<file path="config.mk">
export PLATFORM = sky130hd
export DESIGN_NAME = axis_downsizer_scheduler
export DESIGN_NICKNAME = d
export VERILOG_FILES = /design/src/rtl/axis_downsizer_scheduler.sv
export SDC_FILE = /design/constraint.sdc
export NUM_CORES = 1
export LEC_CHECK = 0
export CAP_MARGIN = 20
export CORE_AREA = 2 2 263 265
export CTS_CLUSTER_DIAMETER = 120
export DETAILED_ROUTE_END_ITERATION = 8
export DIE_AREA = 0 0 265 267
export SLEW_MARGIN = 20
export SYNTH_ARGS = -nofsm -noshare
export SYNTH_HDL_FRONTEND = slang
export SYNTH_SLANG_ARGS = --single-unit
export TNS_END_PERCENT = 20
</file>
<file path="constraint.sdc">
create_clock -name aclk -period 6.2 [get_ports aclk]
set_clock_uncertainty 0.05 [all_clocks]
set_input_delay 0.93 -clock aclk [delete_from_list [all_inputs] [get_ports aclk]]
set_output_delay 0.93 -clock aclk [all_outputs]
set_load 0.02 [all_outputs]
</file>
<file path="src/rtl/axis_downsizer_scheduler.sv">
// Round-robin burst scheduler feeding one downsizer from NCH wide AXI4-Stream sources; zero-latency mux,
// or +1 cycle via a 2-entry skid register when AXIS_DOWNSIZER_SCHEDULER_OUTREG_EN is defined.
module axis_downsizer_scheduler #(
  parameter int AXIS_TDATA_WIDTH = 128,
  parameter int NCH              = 4,
  parameter int CH_WIDTH         = 2
) (
  input  logic                            aclk,
  input  logic                            aresetn,
  input  logic [15:0]                     cfg_data,
  input  logic [NCH*AXIS_TDATA_WIDTH-1:0] s_axis_tdata,
  input  logic [NCH-1:0]                  s_axis_tvalid,
  output logic [NCH-1:0]                  s_axis_tready,
  output logic [AXIS_TDATA_WIDTH-1:0]     m_axis_tdata,
  output logic                            m_axis_tvalid,
  input  logic                            m_axis_tready,
  output logic                            m_axis_tlast,
  output logic [CH_WIDTH-1:0]             sts_data
);

  typedef enum logic {IDLE, BURST} state_t;

  state_t                      state;
  logic [CH_WIDTH-1:0]         grant;
  logic [CH_WIDTH-1:0]         ptr;
  logic [CH_WIDTH-1:0]         sel;
  logic [CH_WIDTH-1:0]         idx;
  logic                        sel_vld;
  logic [15:0]                 len;
  logic [15:0]                 cnt;
  logic [AXIS_TDATA_WIDTH-1:0] mux_dat;
  logic                        mux_vld;
  logic                        mux_last;
  logic                        in_rdy;
  logic                        hs;

  // Scan backwards so the smallest offset after the pointer wins.
  always_comb begin
    sel     = ptr;
    sel_vld = 1'b0;
    idx     = '0;
    for (int i = NCH; i >= 1; i--) begin
      idx = CH_WIDTH'((int'(ptr) + i) % NCH);
      if (s_axis_tvalid[idx]) begin
        sel     = idx;
        sel_vld = 1'b1;
      end
    end
  end

  assign mux_dat  = s_axis_tdata[int'(grant)*AXIS_TDATA_WIDTH +: AXIS_TDATA_WIDTH];
  assign mux_vld  = (state == BURST) && s_axis_tvalid[grant];
  assign mux_last = (state == BURST) && (cnt == len);
  assign hs       = mux_vld && in_rdy;

  always_comb begin
    s_axis_tready = '0;
    if (state == BURST && in_rdy) s_axis_tready[grant] = 1'b1;
  end

  always_ff @(posedge aclk) begin
    if (!aresetn) begin
      state    <= IDLE;
      grant    <= '0;
      sts_data <= '0;
      ptr      <= CH_WIDTH'(NCH - 1);
      len      <= '0;
      cnt      <= '0;
    end else begin
      case (state)
        IDLE: begin
          if (sel_vld) begin
            grant    <= sel;
            sts_data <= sel;
            len      <= (cfg_data == 16'd0) ? 16'd0 : cfg_data - 16'd1;
            cnt      <= '0;
            state    <= BURST;
          end
        end
        BURST: begin
          if (hs) begin
            if (mux_last) begin
              ptr   <= grant;
              state <= IDLE;
            end else begin
              cnt <= cnt + 16'd1;
            end
          end
        end
        default: state <= IDLE;
      endcase
    end
  end

`ifdef AXIS_DOWNSIZER_SCHEDULER_OUTREG_EN
  logic [AXIS_TDATA_WIDTH-1:0] sk_dat [2];
  logic [1:0]                  sk_last;
  logic [1:0]                  sk_cnt;
  logic                        sk_wr;
  logic                        sk_rd;
  logic                        sk_pop;

  // Ready to the source is "not full", so no combinational path from m_axis_tready.
  assign in_rdy        = (sk_cnt != 2'd2);
  assign sk_pop        = m_axis_tvalid && m_axis_tready;
  assign m_axis_tvalid = (sk_cnt != 2'd0);
  assign m_axis_tdata  = sk_dat[sk_rd];
  assign m_axis_tlast  = m_axis_tvalid && sk_last[sk_rd];

  always_ff @(posedge aclk) begin
    if (hs) sk_dat[sk_wr] <= mux_dat;
  end

  always_ff @(posedge aclk) begin
    if (!aresetn) begin
      sk_cnt  <= 2'd0;
      sk_wr   <= 1'b0;
      sk_rd   <= 1'b0;
      sk_last <= 2'b00;
    end else begin
      if (hs) begin
        sk_last[sk_wr] <= mux_last;
        sk_wr          <= ~sk_wr;
      end
      if (sk_pop) sk_rd <= ~sk_rd;
      case ({hs, sk_pop})
        2'b10:   sk_cnt <= sk_cnt + 2'd1;
        2'b01:   sk_cnt <= sk_cnt - 2'd1;
        default: sk_cnt <= sk_cnt;
      endcase
    end
  end
`else
  assign in_rdy        = m_axis_tready;
  assign m_axis_tdata  = mux_dat;
  assign m_axis_tvalid = mux_vld;
  assign m_axis_tlast  = mux_last;
`endif

endmodule

</file>
==> PnR_summary.wiki, run 1 <==
{| class="wikitable"
! Metric !! Value
|-
| Total number of placement rows || 96
|-
| Run status || finished clean
|-
| Mapped Area || 0.00512 mm²
|-
| Maximum clock frequency || 254 MHz
|-
| Async SR Flop Fraction || 0%
|-
| IO buf count || 670
|-
| Yosys warnings || 0
|-
| Violation count after the first detailed-routing iteration || 412
|-
| Final Hold Fails || 0
|-
| Commonest cells after routing, fill and taps aside || clkdlybuf4s50_1 (670), mux4_2 (129), nand2_1 (37)
|-
| Count of maximum capacitance violations || 0
|-
| Slew Limit Fails || 0
|-
| TritonCTS buffer count || 5
|-
| Overall fraction of global-route tracks in use || 17.3%
|-
| FILL cells || 7393
|-
| Vias in the first global route || 7483
|-
| Crit path launch type || primary input
|-
| Maximum level of the CTS H-tree || 2
|-
| Number of synthesized register bits || 37
|-
| Via count || 7588
|-
| Number of cells after detailed placement || 1946
|-
| Arrival time of the worst setup path || just under 3 ns
|-
| Worst skew pair latency || about 0.28 ns
|-
| Sum of overflow across all layers after global routing || 0
|-
| Setup TNS after final layout || 0 ns
|-
| Number of sinks driven by the clock tree || 37
|-
| Slack of the worst reg-to-reg path || 3.42 ns
|-
| Slew at the pin with the worst max-slew slack || 1.08 ns
|-
| Max_slew headroom || 27.9%
|-
| Largest net degree at the start of global routing || 71
|-
| Final setup violation count || 0
|-
| Leakage || 4.18 nW
|-
| Most common library cell in the layout ignoring fill and taps || clkdlybuf4s50_1
|-
| Clock-pin slew on the worst setup and hold paths || 0.06 ns
|-
| Iteration count of the initial detailed-routing pass || 5
|-
| Proportion of layout cells with a drive suffix above 1 || 14.1%
|-
| Final estimated routing congestion in global placement || 0.903
|-
| IR Drop Worst-Case VDD || approximately 0.00011 V
|-
| Critical path class || primary input to output port
|-
| Effective utilization at floorplan || 7.53%
|-
| RSZ-0062 raised after global routing || no
|-
| Number of post-CTS setup repair buffers || 0
|-
| Power density over cell area || 127 mW/mm²
|-
| Via-per-instance ratio || 3.85
|-
| Die area || 0.0708 mm²
|-
| Sequential fraction of the synthesis area || 14.5%
|-
| Min-Delay Path Depth || 2
|-
| Antenna Nets Post-Route || 0
|-
| Portion of the clock cycle consumed by the worst path in the final layout || 63.4%
|-
| Horizontal die dimension || about 270 µm
|-
| Wire length of the first global-routing pass || 79.0 mm
|-
| Hpwl dp || 59.4 mm
|-
| Post-cts sizing count || 0
|-
| Syn Nets || between 900 and 1000
|-
| I/O pin count || between 600 and 700
|-
| Residual DRC count || 0
|-
| Synthesis-to-finish area growth || 155%
|-
| Kind of capture point of the worst setup path || output port
|-
| Core ar. || 0.0680 mm²
|-
| Total routed wirelength || 64.5 mm
|-
| CP max FO || 6
|-
| Root buf cell || clkbuf_16
|-
| Number of enable-type register cells in the synthesized netlist || 0
|-
| CTS tree || yes
|-
| Antenna violations before repair || ~110
|-
| Library cells used by synthesis || 44
|-
| Post-layout instance count excluding filler cells || 1971
|-
| Synth Flop Type || dfxtp_1
|-
| Synth Area per Inst || 11.9 µm²
|-
| Routed wirelength normalized by instance count || 32.7 µm
|-
| Nets || ~1600
|-
| Number of buffers on the longest clock path || 2
|-
| Number of hold-repair buffers added at the cts stage || 0
|-
| Cells after Synth || 431
|-
| Required time of the critical path || 5.22 ns
|-
| Final worst path period need || 3.93 ns
|-
| Depth of the most critical reg-to-reg path || 7
|-
| Die outline height || 267 µm
|-
| Hold crit path type || register to register
|}
worst max-delay path, cell delays in order:
cell and delay (ns):
clkdlybuf4s50_1 0.52, mux4_2 0.55, and2_1 0.23, clkdlybuf4s50_1 0.71
synthesized netlist by cell type (2+ instances only):
cell type	number	share of area (%)
inv_1	9	0.66
or3_1	10	1.2
nand2b_1	5	0.61
a21oi_1	25	2.4
nor2_1	15	1.1
nand3_1	15	1.5
buf_2	10	0.98
nor3_1	11	1.1
a21o_1	2	0.29
ha_1	2	0.49
buf_1	6	0.44
nor2b_1	2	0.24
o21ai_0	17	1.7
nand2_1	37	2.7
o32ai_1	3	0.51
mux4_2	129	57
xnor2_1	8	1.4
o31ai_1	3	0.44
and3_1	2	0.24
clkbuf_1	25	1.8
nand4_1	2	0.24
nor4_1	5	0.61
xor2_1	18	3.1
mux2i_1	4	0.78
o22ai_1	8	0.98
dfxtp_1	37	14
or4_1	4	0.59
flip-flops by register name, summed over array words and instances, names as in the netlist:
| register | count |
|---|---|
| len | 16 |
| cnt | 16 |
| ptr | 2 |
| grant | 2 |
| state | 1 |
path summary, 6_finish.rpt:
| path | startpoint | to |
|---|---|---|
| setup reg to reg | grant[1] | cnt[3] |
| hold / removal | len[2] | len[2] |
| setup / recovery | s_axis_tvalid[3] | m_axis_tvalid |
| hold reg to reg | len[2] | len[2] |
area by class of cell:
class	count	area, µm²	share of cell area (%)
Tap cell	882	1100	8.45
Timing Repair Buffer	675	6780	52.0
Sequential cell	37	748	5.73
Inverter	9	33.8	0.259
Antenna cell	17	42.5	0.326
Multi-Input combinational cell	343	4170	32.0
Clock inverter	1	7.51	0.0575
Clock buffer	7	164	1.26
cell families (layout without fill, tap and decap cells):
kind of cell | count (synthesis) | count (layout) | synth area share [%]
muxes | 133 | 133 | 57.5
and+or+nand+nor | 117 | 117 | 11.6
AOI/OAI and AO/OA | 65 | 65 | 7.43
buffers and inverters | 51 | 692 | 4.06
DFF | 37 | 37 | 14.5
xor gates and xnor gates | 26 | 26 | 4.45
adders and majority gates | 2 | 2 | 0.489
other | 0 | 17 | 0
stage by stage:
step | worst slack, ns | hold slack [ns] | cell area (µm²) | util, % | total power [W]
floorplan | 3.26 | 0.394 | 5120 | - | 0.000700
global placement | 2.30 | 0.408 | 12800 | 18.9 | 0.00137
detailed placement | 2.30 | 0.411 | 12800 | 18.9 | 0.00139
CTS | 2.25 | 0.420 | 13000 | 19.1 | 0.00167
global route | 2.17 | 0.436 | 13000 | 19.2 | 0.00172
finish | 2.27 | 0.422 | 13100 | 19.2 | 0.00165
report_power, final:
group / switching (W) / internal [W] / total, W
sequential: 0.0000320 / 0.000249 / 0.000281
clock: 0.0000971 / 0.000184 / 0.000281
combinational: 0.000430 / 0.000660 / 0.00109
total: 0.000559 / 0.00109 / 0.00165
per-layer routing:
metal,track usage [%],up-vias,part of all wire [%]
met5,0,-,0.87
met4,3.25,86,2.3
met3,12.7,191,17
met2,28.5,556,46
met1,17.7,3656,34
li1,-,3099,-
(Power assumes the default switching activity.)
==> run 2: changes to the inputs <==
- CORE_AREA: 2 2 263 265 -> 2 2 265 267
- DIE_AREA: 0 0 265 267 -> 0 0 267 269
- clock period: 6.2 -> 3.7 ns (I/O delays scaled with it)
==> PnR_summary.wiki, run 2 (synthesized netlist as in run 1, its figures left out) <==
{| class="wikitable"
! Metric !! Value
|-
| Overall fraction of global-route tracks in use || 16.8%
|-
| Number of post-CTS setup repair buffers || 0
|-
| I/O pin count || 671
|-
| Wire length of the first global-routing pass || 77.1 mm
|-
| Routed wirelength normalized by instance count || 31.5 µm
|-
| Global routing met3 resource utilization || a little under an eighth
|-
| Antenna Nets Post-Route || 0
|-
| Crit path launch type || register
|-
| Residual DRC count || 0
|-
| Most used routing layer in global routing || met2
|-
| Cell type of the slowest stage on the worst timing path || mux4_2
|-
| Antenna violations before repair || 106
|-
| Maximum clock frequency || approximately 310 MHz
|-
| Number of hold-repair buffers added at the cts stage || 0
|-
| Area post-placement || 0.0130 mm²
|-
| Required time of the critical path || 3.09 ns
|-
| Sum of overflow across all layers after global routing || 0
|-
| Number of sinks driven by the clock tree || 37
|-
| Met2 routing resource usage after global routing || 27.0%
|-
| Largest net degree at the start of global routing || between 70 and 80
|-
| Die area || 0.0718 mm²
|-
| Leakage || between 4 and 5 nW
|-
| Horizontal die dimension || 267 µm
|-
| Final Hold Fails || 0
|-
| Die outline height || 269 µm
|-
| Synthesis-to-finish area growth || 157%
|-
| Commonest cells after routing, fill and taps aside || clkdlybuf4s50_1 (670), mux4_2 (129), nand2_1 (37)
|-
| Final worst path period need || 3.17 ns
|-
| Proportion of layout cells with a drive suffix above 1 || 14.5%
|-
| Area of all sequential standard cells || between 700 and 800 µm²
|-
| Clock-pin slew on the worst setup and hold paths || 0.06 ns
|-
| Final setup violation count || 0
|-
| Worst skew pair latency || about 0.28 ns
|-
| Root buf cell || clkbuf_16
|-
| Ordered list of cells on the worst path || buf_12, mux4_2, clkdlybuf4s50_1
|-
| IO buf count || 670
|-
| Maximum level of the CTS H-tree || 2
|-
| Final design area excluding fillers || 0.0131 mm²
|-
| Top Registers || cnt (16), len (16)
|-
| Violation count after the first detailed-routing iteration || 438
|-
| Count of maximum capacitance violations || 0
|-
| Met1 Resource Use GR || about 18%
|-
| Via count || approximately 7600
|-
| Portion of the clock cycle consumed by the worst path in the final layout || 85.8%
|-
| Total number of placement rows || 97
|-
| Critical path class || register to output port
|-
| Max_slew headroom || 44.4%
|-
| Hold crit path type || register to register
|-
| Power density over cell area || 206 mW/mm²
|-
| IR Drop Worst-Case VDD || 0.000159 V
|-
| Nets || 1614
|-
| Iteration count of the initial detailed-routing pass || 5
|-
| CTS tree || yes
|-
| Effective utilization at floorplan || around 7.4%
|-
| Most common library cell in the layout ignoring fill and taps || clkdlybuf4s50_1
|-
| Kind of capture point of the worst setup path || output port
|-
| Total routed wirelength || 63.9 mm
|-
| Number of buffers on the longest clock path || 2
|-
| CP max FO || 62
|-
| Vias in the first global route || about 7300
|-
| Slack of the worst reg-to-reg path || 1.16 ns
|-
| Arrival time of the worst setup path || between 2 and 3 ns
|-
| Via-per-instance ratio || around 3.7
|-
| Core ar. || 0.0693 mm²
|-
| Slew Limit Fails || 0
|-
| RSZ-0062 raised after global routing || no
|-
| Area used by multi-input combinational logic || 0.00417 mm²
|-
| Run status || finished clean
|-
| Slew at the pin with the worst max-slew slack || roughly 0.83 ns
|-
| Highest cell delay on the worst timing path || 0.64 ns
|-
| Hpwl dp || slightly below 60 mm
|-
| Post-cts sizing count || 0
|-
| FILL cells || about 7600
|-
| Final estimated routing congestion in global placement || ~0.9
|-
| Setup TNS after final layout || 0 ns
|-
| TritonCTS buffer count || 5
|}
[run 2: where the power goes]
part | switching, W | internal [W] | leakage (nW)
clock | 0.000154 | 0.000268 | 0.0702
sequential | 0.0000359 | 0.000418 | 0.304
combinational | 0.000726 | 0.00111 | 3.83
[run 2: worst max-delay path: cells and delay by family, from the launching register on]
kind | cells | cell delay (ns)
muxes | 1 | 0.64
DFF | 1 | 0.54
buffers and inverters | 2 | 1.04
[run 2: final timing paths]
| check | startpoint | depth (start not counted) | end |
|---|---|---|---|
| worst max-delay path | grant[0] | 3 | m_axis_tdata[92] |
| worst min-delay path | len[2] | 2 | len[2] |
| worst max register to register | grant[1] | 7 | cnt[12] |
| worst min register to register | len[2] | 2 | len[2] |
[run 2: final cells by class]
class	count	share of cell area, %
Multi-Input combinational cell	343	31.8
Clock buffer	7	1.09
Timing Repair Buffer	681	52.0
Sequential cell	37	5.69
Clock inverter	1	0.0571
Tap cell	940	8.95
Antenna cell	13	0.248
Inverter	9	0.257
[run 2: per-layer routing]
| metal | up-vias | routed length [µm] |
|---|---|---|
| met5 | - | 483 |
| met4 | 80 | 1430 |
| met3 | 178 | 10800 |
| met2 | 562 | 28700 |
| met1 | 3631 | 22500 |
| li1 | 3110 | - |
[run 2: through the flow]
step | utilization [%] | hold WS, ns | worst slack (ns) | total power (W) | cells
floorplan | - | 0.394 | 1.13 | 0.00117 | 431
global placement | 18.7 | 0.406 | 0.568 | 0.00230 | 2010
detailed placement | 18.7 | 0.410 | 0.562 | 0.00231 | 2010
CTS | 18.9 | 0.416 | 0.400 | 0.00274 | 2018
global route | 18.9 | 0.444 | 0.395 | 0.00283 | 2022
finish | 19.0 | 0.412 | 0.525 | 0.00271 | 2031
